[config.mk]
export PLATFORM = sky130hd
export DESIGN_NAME = alu_cpu_core_flat
export DESIGN_NICKNAME = d
export VERILOG_FILES = /design/src/rtl/alu_cpu_core_if.sv /design/src/rtl/alu_cpu_core.sv /design/src/flat_wrapper.sv
export SDC_FILE = /design/constraint.sdc
export NUM_CORES = 1
export LEC_CHECK = 0
export ABC_AREA = 1
export CAP_MARGIN = 10
export CORE_MARGIN = 5
export CORE_UTILIZATION = 30
export CTS_BUF_LIST = sky130_fd_sc_hd__clkbuf_8
export CTS_CLUSTER_SIZE = 10
export DETAILED_ROUTE_END_ITERATION = 12
export GPL_ROUTABILITY_DRIVEN = 0
export PLACE_DENSITY = 0.49
export SYNTH_ARGS = -nofsm -noshare
export SYNTH_HDL_FRONTEND = slang
export SYNTH_SLANG_ARGS = --single-unit
export TNS_END_PERCENT = 50
[constraint.sdc]
create_clock -name clk -period 4.65 [get_ports clk]
set_input_delay 0.6975 -clock clk [delete_from_list [all_inputs] [get_ports clk]]
set_output_delay 0.6975 -clock clk [all_outputs]
set_load 0.02 [all_outputs]
[src/rtl/alu_cpu_core_if.sv]
// Output bundle of the ALU sequencer: per-instruction fields plus the
// next_out / data_out handshake with the serialising consumer.
interface alu_cpu_core_if;
    logic       next_out;
    logic       data_out;
    logic [7:0] opcode;
    logic [7:0] operand_A_out;
    logic [7:0] operand_B_out;
    logic [7:0] result_out_cpu;
    logic       carry_out_cpu;
    logic       borrow_out_cpu;
    logic       result_ready;
    logic [7:0] pc_out;

    modport master (
        input  next_out,
        output data_out, opcode, operand_A_out, operand_B_out,
               result_out_cpu, carry_out_cpu, borrow_out_cpu,
               result_ready, pc_out
    );

    modport slave (
        output next_out,
        input  data_out, opcode, operand_A_out, operand_B_out,
               result_out_cpu, carry_out_cpu, borrow_out_cpu,
               result_ready, pc_out
    );
endinterface

[src/rtl/alu_cpu_core.sv]
// Minimal 8-bit ALU sequencer: fetches {opcode, A, B} from a fixed ROM,
// executes it, and holds the fields on the bus until the consumer asks for more.
module alu_cpu_core (
    input  logic           clk,
    input  logic           rst,
    alu_cpu_core_if.master bus
);

    typedef enum logic [1:0] {S_FETCH, S_EXEC, S_OUT, S_HALT} state_t;

    localparam logic [7:0] OP_ADD  = 8'h01;
    localparam logic [7:0] OP_SUB  = 8'h02;
    localparam logic [7:0] OP_AND  = 8'h03;
    localparam logic [7:0] OP_OR   = 8'h04;
    localparam logic [7:0] OP_XOR  = 8'h05;
    localparam logic [7:0] OP_SHL  = 8'h06;
    localparam logic [7:0] OP_SHR  = 8'h07;
    localparam logic [7:0] OP_NOT  = 8'h08;
    localparam logic [7:0] OP_HALT = 8'hFF;

    state_t      state;
    state_t      next_state;
    logic [7:0]  pc;
    logic [23:0] rom_word;
    logic [7:0]  alu_res;
    logic        alu_carry;
    logic        alu_borrow;
    logic [8:0]  add_sum;

    // Program ROM; unlisted addresses behave as HALT.
    always_comb begin
        rom_word = {OP_HALT, 8'h00, 8'h00};
        case (pc)
            8'd0: rom_word = 24'h01_64_1B;
            8'd1: rom_word = 24'h01_C8_64;
            8'd2: rom_word = 24'h02_05_09;
            8'd3: rom_word = 24'h03_F0_3C;
            8'd4: rom_word = 24'h04_F0_0F;
            8'd5: rom_word = 24'h05_AA_FF;
            8'd6: rom_word = 24'h06_81_00;
            default: rom_word = {OP_HALT, 8'h00, 8'h00};
        endcase
    end

    always_comb begin
        next_state = state;
        case (state)
            S_FETCH: next_state = (rom_word[23:16] == OP_HALT) ? S_HALT : S_EXEC;
            S_EXEC:  next_state = S_OUT;
            S_OUT:   next_state = bus.next_out ? S_FETCH : S_OUT;
            S_HALT:  next_state = S_HALT;
            default: next_state = S_FETCH;
        endcase
    end

    always_ff @(posedge clk) begin
        if (rst) begin
            state <= S_FETCH;
            pc    <= 8'h00;
        end else begin
            state <= next_state;
            if (state == S_OUT && bus.next_out)
                pc <= pc + 8'h01;
        end
    end

    // ALU operates on the latched operands so EXEC sees stable inputs.
    always_comb begin
        alu_res    = 8'h00;
        alu_carry  = 1'b0;
        alu_borrow = 1'b0;
        add_sum    = {1'b0, bus.operand_A_out} + {1'b0, bus.operand_B_out};
        case (bus.opcode)
            OP_ADD: {alu_carry, alu_res} = add_sum;
            OP_SUB: begin
                alu_res    = bus.operand_A_out - bus.operand_B_out;
                alu_borrow = bus.operand_A_out < bus.operand_B_out;
            end
            OP_AND: alu_res = bus.operand_A_out & bus.operand_B_out;
            OP_OR:  alu_res = bus.operand_A_out | bus.operand_B_out;
            OP_XOR: alu_res = bus.operand_A_out ^ bus.operand_B_out;
            OP_SHL: begin
                alu_carry = bus.operand_A_out[7];
                alu_res   = {bus.operand_A_out[6:0], 1'b0};
            end
            OP_SHR: begin
                alu_carry = bus.operand_A_out[0];
                alu_res   = {1'b0, bus.operand_A_out[7:1]};
            end
            OP_NOT: alu_res = ~bus.operand_A_out;
            default: alu_res = 8'h00;
        endcase
    end

    // Output registers only move on FETCH/EXEC edges, so they stay frozen through S_OUT.
    always_ff @(posedge clk) begin
        if (rst) begin
            bus.opcode         <= 8'h00;
            bus.operand_A_out  <= 8'h00;
            bus.operand_B_out  <= 8'h00;
            bus.pc_out         <= 8'h00;
            bus.result_out_cpu <= 8'h00;
            bus.carry_out_cpu  <= 1'b0;
            bus.borrow_out_cpu <= 1'b0;
            bus.data_out       <= 1'b0;
            bus.result_ready   <= 1'b0;
        end else begin
            bus.data_out     <= (next_state == S_OUT);
            bus.result_ready <= (next_state == S_OUT);
            if (state == S_FETCH) begin
                bus.opcode        <= rom_word[23:16];
                bus.operand_A_out <= rom_word[15:8];
                bus.operand_B_out <= rom_word[7:0];
                bus.pc_out        <= pc;
            end
            if (state == S_EXEC) begin
                bus.result_out_cpu <= alu_res;
                bus.carry_out_cpu  <= alu_carry;
                bus.borrow_out_cpu <= alu_borrow;
            end
        end
    end

endmodule

[src/flat_wrapper.sv]
// flat-port wrapper written by rule: the top's interface ports become plain ports
module alu_cpu_core_flat 
  (clk, rst, bus_next_out, bus_data_out, bus_opcode, bus_operand_A_out, bus_operand_B_out, bus_result_out_cpu, bus_carry_out_cpu, bus_borrow_out_cpu, bus_result_ready, bus_pc_out);
  alu_cpu_core_if bus_i ();
  input  logic clk;
  input  logic rst;
  input wire logic [$bits(bus_i.next_out)-1:0] bus_next_out;
  output wire logic [$bits(bus_i.data_out)-1:0] bus_data_out;
  output wire logic [$bits(bus_i.opcode)-1:0] bus_opcode;
  output wire logic [$bits(bus_i.operand_A_out)-1:0] bus_operand_A_out;
  output wire logic [$bits(bus_i.operand_B_out)-1:0] bus_operand_B_out;
  output wire logic [$bits(bus_i.result_out_cpu)-1:0] bus_result_out_cpu;
  output wire logic [$bits(bus_i.carry_out_cpu)-1:0] bus_carry_out_cpu;
  output wire logic [$bits(bus_i.borrow_out_cpu)-1:0] bus_borrow_out_cpu;
  output wire logic [$bits(bus_i.result_ready)-1:0] bus_result_ready;
  output wire logic [$bits(bus_i.pc_out)-1:0] bus_pc_out;
  assign bus_i.next_out = bus_next_out;
  assign bus_data_out = bus_i.data_out;
  assign bus_opcode = bus_i.opcode;
  assign bus_operand_A_out = bus_i.operand_A_out;
  assign bus_operand_B_out = bus_i.operand_B_out;
  assign bus_result_out_cpu = bus_i.result_out_cpu;
  assign bus_carry_out_cpu = bus_i.carry_out_cpu;
  assign bus_borrow_out_cpu = bus_i.borrow_out_cpu;
  assign bus_result_ready = bus_i.result_ready;
  assign bus_pc_out = bus_i.pc_out;
  alu_cpu_core u_core (.clk(clk), .rst(rst), .bus(bus_i));
endmodule
==> results of run 1 <==
-- tightest hold or removal path: cells and delay by family, from the launching register on --
kind	cells	cell delay [ps]
simple gates	1	60
flops	1	320
compound gates	1	50
-- final cells by class --
| type | count | area [um2] | area share (%) |
|---|---|---|---|
| multi-input combinational | 340 | 1990 | 50.4 |
| clock inverter | 2 | 37.5 | 0.948 |
| tap | 140 | 175 | 4.43 |
| clock buffer | 5 | 68.8 | 1.74 |
| sequential | 47 | 941 | 23.8 |
| timing repair buffer | 48 | 475 | 12.0 |
| inverter | 71 | 267 | 6.73 |
-- layer usage --
| layer | share of wire, % | GRT usage, % | wire (um) | vias up |
|---|---|---|---|---|
| met4 | 2.6 | 5.16 | 241 | 0 |
| met5 | 0 | 0 | 0 | - |
| met1 | 44 | 18.0 | 4110 | 1403 |
| met3 | 3.6 | 2.04 | 335 | 18 |
| met2 | 49 | 25.5 | 4590 | 77 |
| li1 | - | - | - | 1628 |
-- stage by stage --
| step | cells | hold slack, ps | utilization, % | instance area (um2) | power, mW |
|---|---|---|---|---|---|
| final | 653 | 467 | 36.3 | 3960 | 2.61 |
| after global routing | 653 | 494 | 36.3 | 3960 | 2.86 |
| after CTS | 653 | 472 | 36.3 | 3960 | 2.65 |
| after detailed placement | 646 | 458 | 35.4 | 3850 | 2.34 |
| after global placement | 646 | 461 | 35.4 | 3850 | 2.34 |
| after floorplan | 481 | 470 | - | 3340 | 1.81 |
-- final timing paths --
| path | cells after the start | to | startpoint | slack, ps |
|---|---|---|---|---|
| worst max-delay path | 1 | bus_opcode[7] | u_core.bus.opcode[6] | 2430 |
| worst min-delay path | 2 | u_core.bus.result_out_cpu[2] | u_core.bus.result_out_cpu[2] | 470 |
| worst max register to register | 10 | u_core.bus.carry_out_cpu | u_core.bus.operand_B_out[6] | 2490 |
| worst min register to register | 2 | u_core.bus.result_out_cpu[2] | u_core.bus.result_out_cpu[2] | 470 |
-- registers in the layout, indices dropped and copies added, names as in the netlist --
register,cells
u_core.bus.pc_out,8
u_core.bus.data_out,1
u_core.bus.result_out_cpu,8
u_core.bus.carry_out_cpu,1
u_core.bus.operand_A_out,7
u_core.pc,8
u_core.bus.borrow_out_cpu,1
u_core.bus.operand_B_out,7
u_core.state,2
u_core.bus.opcode,4
-- where the power goes --
group	total, mW	switching (mW)	internal, mW
clock	0.298	0.141	0.157
combinational	1.63	1.02	0.607
sequential	0.688	0.153	0.535
total	2.61	1.31	1.30
-- layout by cell type, fill, tap and decap left out, types with 3 or more instances in the layout --
| cell type | Yosys | routed |
|---|---|---|
| sky130_fd_sc_hd__inv_1 | 53 | 53 |
| sky130_fd_sc_hd__nand3_1 | 35 | 35 |
| sky130_fd_sc_hd__a21oi_2 | 6 | 6 |
| sky130_fd_sc_hd__o22ai_1 | 8 | 8 |
| sky130_fd_sc_hd__nand4_1 | 7 | 7 |
| sky130_fd_sc_hd__o211ai_1 | 4 | 4 |
| sky130_fd_sc_hd__dfxtp_1 | 47 | 47 |
| sky130_fd_sc_hd__inv_2 | 17 | 17 |
| sky130_fd_sc_hd__nor2_2 | 7 | 7 |
| sky130_fd_sc_hd__a31oi_1 | 5 | 5 |
| sky130_fd_sc_hd__clkbuf_8 | 0 | 5 |
| sky130_fd_sc_hd__nor3_1 | 4 | 4 |
| sky130_fd_sc_hd__nand2_2 | 4 | 4 |
| sky130_fd_sc_hd__o21ai_0 | 27 | 27 |
| sky130_fd_sc_hd__nand2_1 | 104 | 104 |
| sky130_fd_sc_hd__nor3_2 | 3 | 3 |
| sky130_fd_sc_hd__ha_1 | 34 | 34 |
| sky130_fd_sc_hd__nor2_4 | 3 | 3 |
| sky130_fd_sc_hd__clkdlybuf4s50_1 | 0 | 46 |
| sky130_fd_sc_hd__nor2_1 | 27 | 27 |
| sky130_fd_sc_hd__o21ai_1 | 5 | 5 |
| sky130_fd_sc_hd__a21oi_1 | 40 | 40 |
-- kinds of logic (layout without fill, tap and decap cells) --
| family | count (synthesis) | in the layout | synth area share [%] |
|---|---|---|---|
| AOI/OAI and AO/OA | 102 | 102 | 17.7 |
| adders and majority gates | 36 | 36 | 13.9 |
| buffers and inverters | 94 | 126 | 12.1 |
| DFF | 47 | 47 | 28.2 |
| and+or+nand+nor | 202 | 202 | 28.1 |
==> flow_summary.ini, run 1 <==
[route]
drtAntennaViolNets = 0
initialDrtViolationCount = 114
post-route-drc-count = 0
routed-via-count = 3126
via_per_inst = 4.79
detailedRoute.firstPassIterationCount = 5
detail_route.wirelength_um = 9270
detail_route.wl_per_cell_um = 14.2

[synth]
post_synth_inst_count = 481
synth_area_um2 = 3340
dominantRegCellSynth = sky130_fd_sc_hd__dfxtp_1
synth.net_count = 520
yosysTopAreaCell = sky130_fd_sc_hd__dfxtp_1
ys_top_cells_by_area = sky130_fd_sc_hd__dfxtp_1 (28%), sky130_fd_sc_hd__ha_1 (13%), sky130_fd_sc_hd__nand2_1 (12%)
synthMostInstantiatedCell = sky130_fd_sc_hd__nand2_1
synth-seq-cells = 47
synthDistinctLibCells = 36
synth.yosys.warnings = 0
ys_async_sr_fraction_pct = 0
synth_seq_area_share_pct = 28.2
syn-mean-instance-area_um2 = 6.94
synth_enable_flop_cells = 0
synthTopCellsByCount = sky130_fd_sc_hd__nand2_1 (104), sky130_fd_sc_hd__inv_1 (53), sky130_fd_sc_hd__dfxtp_1 (47), sky130_fd_sc_hd__a21oi_1 (40), sky130_fd_sc_hd__nand3_1 (35)
synthDominantCellAreaShare_pct = 28.2

[cts]
cts_setup_buffers = 0
clock_sink_count = 47
hold_buf_count_cts = 0
cts_root_buf = sky130_fd_sc_hd__clkbuf_8
clk_transition_reported_paths_ps = 100
cts_max_path_buffers = 2
htree_levels = 2
cts_tree = yes
numCtsBuffers = 5
post_cts_resized = 0
clock_latency_ps = 300

[timing]
fmaxAchievable_mhz = 450
slew-limit-headroom_pct = 62.5
rsz0062_at_grt = false
tightestPinTransition_ps = 562
min_period_over_period_pct = 47.8
final.setup.tns_ps = 0
finalWorstSetupSlack_ps = 2430
finalCriticalPeriod_ps = 2220
finalMaxSlewViolations = 0
timing.final.hold_violations = 0
finalClockSkew_ps = 14.2
timing.final.setup_violations = 0

[critical_path]
timing.critical_path.max_delay_family = buffers and inverters
timing_worst_setup_path_type = reg2out
worstSetupEndpointType = primary output
critical_path.max_fanout = 9
worst-endpoint-arrival_ps = 1520
cp_cell_sequence = clkdlybuf4s50_1
crit_path_start_kind = register
worst_path_largest_cell_delay_ps = 680
critical_path_required_ps = 3950
critical-path-slowest-cell = sky130_fd_sc_hd__clkdlybuf4s50_1
cp.buffers_inverters = 1

[floorplanning]
fp.coreArea_um2 = 10900
floorplan.io_pins = 47
die_area_um2 = 13300
core.rowCount = 38
die_height_um = 115
start_util_pct = 30.6
die_w_um = 115

[power]
leakagePower_nw = 1.67
power_density_nw_per_um2 = 661
max-vdd-ir-drop_uv = 262

[final_layout]
area.growth.synth_to_final_pct = 18.6
diodes = 0
fillCellCount = 1161
fin_nets = 552
final_layout_size_suffix_gt1_share_pct = 10.9

[grt]
grt_antenna_before_repair = 0
grt_remaining_overflow = 0
grt_max_degree = 36
grt_pass1_vias = 3139
globalRouteTotalUtil_pct = 14.5
grt_first_pass_wirelength_um = 15400

[place]
place.detailed.hpwl_um = 7390
buffer_ports.inserted = 46
dpl_worst_slack_ps = 2420

[worst_hold_path]
min-delay-path-class = reg2reg

[job]
drv.max_cap_violation_count = 0

[status]
status = finished clean
(Power assumes the default switching activity.)
==> run 2: changes to the inputs <==
- clock period: 4.65 -> 2.2 ns (I/O delays scaled with it)
==> flow_summary.ini, run 2 (synthesis results as in run 1) <==
[cts]
cts_tree = yes
clock_latency_ps = 310
htree_levels = 2
cts_setup_buffers = 0
cts_max_path_buffers = 2
clock_sink_count = 47
hold_buf_count_cts = 0
cts_root_buf = sky130_fd_sc_hd__clkbuf_8
clk_transition_reported_paths_ps = 90
numCtsBuffers = 5

[timing]
min_period_over_period_pct = 88.2
tightestPinTransition_ps = 611
finalCriticalPeriod_ps = 1940
timing.hold.ws_ps = 472
finalMaxSlewViolations = 0
timing.final.hold_violations = 0
timing.final.setup_violations = 0
fmaxAchievable_mhz = 515
finalClockSkew_ps = 15.1
slew-limit-headroom_pct = 59.2
rsz0062_at_grt = false
final.setup.tns_ps = 0

[route]
detail_route.wirelength_um = 9730
drtAntennaViolNets = 0
route.met3.wl_um = 464
post-route-drc-count = 0
detailroute.wirelength.met2_um = 4790
detailedRoute.firstPassIterationCount = 5
initialDrtViolationCount = 218
route.layer.met1.wl_um = 4340
via_per_inst = 4.89
routed-via-count = 3242
detail_route.wl_per_cell_um = 14.7
top_layer_used = met4

[place]
place.detailed.hpwl_um = 7800
buffer_ports.inserted = 46
post_dp_cell_area_um2 = 3920

[power]
leakagePower_nw = 1.73
max-vdd-ir-drop_uv = 640
power_density_nw_per_um2 = 1420

[final_layout]
fin_nets = 561
final_layout_size_suffix_gt1_share_pct = 13.0
fillCellCount = 1191
final_cell_mix = sky130_fd_sc_hd__nand2_1 (104), sky130_fd_sc_hd__inv_1 (53), sky130_fd_sc_hd__clkdlybuf4s50_1 (46)
final_area_um2 = 4030
top_flop_regs = u_core.bus.pc_out: 8 flops, u_core.bus.result_out_cpu: 8 flops, u_core.pc: 8 flops
final_common_cell = sky130_fd_sc_hd__nand2_1
area.growth.synth_to_final_pct = 20.9
diodes = 0

[grt]
grt_first_pass_wirelength_um = 16000
grt_max_degree = 27
grt_remaining_overflow = 0
grt_antenna_before_repair = 0
globalRouteTotalUtil_pct = 15.1
grt_pass1_vias = 3179

[floorplanning]
die_height_um = 115
die_w_um = 115
start_util_pct = 30.6
core.rowCount = 38
die_area_um2 = 13300
floorplan.io_pins = 47
fp.coreArea_um2 = 10900

[worst_hold_path]
min-delay-path-class = reg2reg

[critical_path]
worst-endpoint-arrival_ps = 2130
worstSetupEndpointType = register
critical_path.max_fanout = 7
critical-path-slowest-cell = sky130_fd_sc_hd__ha_1
crit_path_start_kind = register
critical_path_required_ps = 2380
timing_worst_setup_path_type = reg2reg
cp_cell_sequence = inv_1, ha_1, inv_2, nand2_1, nor2_1, nand3_1, nand2_1, nand2_1, nand3_1, nand3_1, nand2_1, a21oi_2
worst_path_largest_cell_delay_ps = 430
crit_top_cell = sky130_fd_sc_hd__nand2_1

[status]
status = finished clean

[job]
drv.max_cap_violation_count = 0
-- run 2: changes by cell type in the layout (fill, tap and decap cells not counted) --
cell,previous run,this run
sky130_fd_sc_hd__buf_4,2,11
sky130_fd_sc_hd__clkinv_2,0,1
sky130_fd_sc_hd__clkinv_4,0,1
sky130_fd_sc_hd__clkinvlp_4,1,0
sky130_fd_sc_hd__dfxtp_1,47,45
sky130_fd_sc_hd__dfxtp_2,0,2
-- run 2: final cells by class --
class                   count  area (um2)  area share [%]
clock buffers               5        68.8            1.71
clock inverters             3        43.8            1.09
inverters                  71         267            6.61
multi-input cells         340        1990            49.4
repair buffers             57         543            13.5
flip-flops and latches     47         943            23.4
well taps                 140         175            4.34
-- run 2: final timing paths --
kind / endpoint / startpoint / cells past startpoint / slack (ps)
max: u_core.bus.result_out_cpu[7] / u_core.bus.operand_B_out[6] / 12 / 260
min: u_core.bus.result_out_cpu[2] / u_core.bus.result_out_cpu[2] / 2 / 470
max reg2reg: u_core.bus.result_out_cpu[7] / u_core.bus.operand_B_out[6] / 12 / 260
min reg2reg: u_core.bus.result_out_cpu[2] / u_core.bus.result_out_cpu[2] / 2 / 470
-- run 2: where the power goes --
group	total, mW	leakage, nW	internal [mW]	switching [mW]
clock	0.654	0.0581	0.339	0.315
combinational	3.68	1.29	1.37	2.30
sequential	1.40	0.386	1.13	0.270
-- run 2: critical path: cells and delay by family (launching register included) --
family / cells / cell delay, ps
buffers and inverters: 2 / 290
DFF: 1 / 410
adders and majority gates: 1 / 430
and+or+nand+nor: 8 / 650
AOI/OAI and AO/OA: 1 / 50
-- run 2: what timing repair did --
item	CTS	global route
hold endpoints to repair	0	0
endpoints found under the setup margin	0	4
resized for setup	0	2
-- run 2: layer usage --
layer  vias up  global-route usage, %
met5         -                      0
met3        11                   2.66
met1      1485                   19.3
met4         0                   4.38
li1       1653                      -
met2        93                   26.0
-- run 2: per-stage QoR --
stage          util [%]  instances  total power, mW  worst slack [ps]
4_1_cts            37.0        663             5.79               122
3_3_place_gp       36.0        655             5.11               127
6_report           37.0        663             5.73               259
3_5_place_dp       36.0        655             5.11               129
2_1_floorplan         -        481             3.84               339
5_1_grt            37.0        663             6.27              66.8
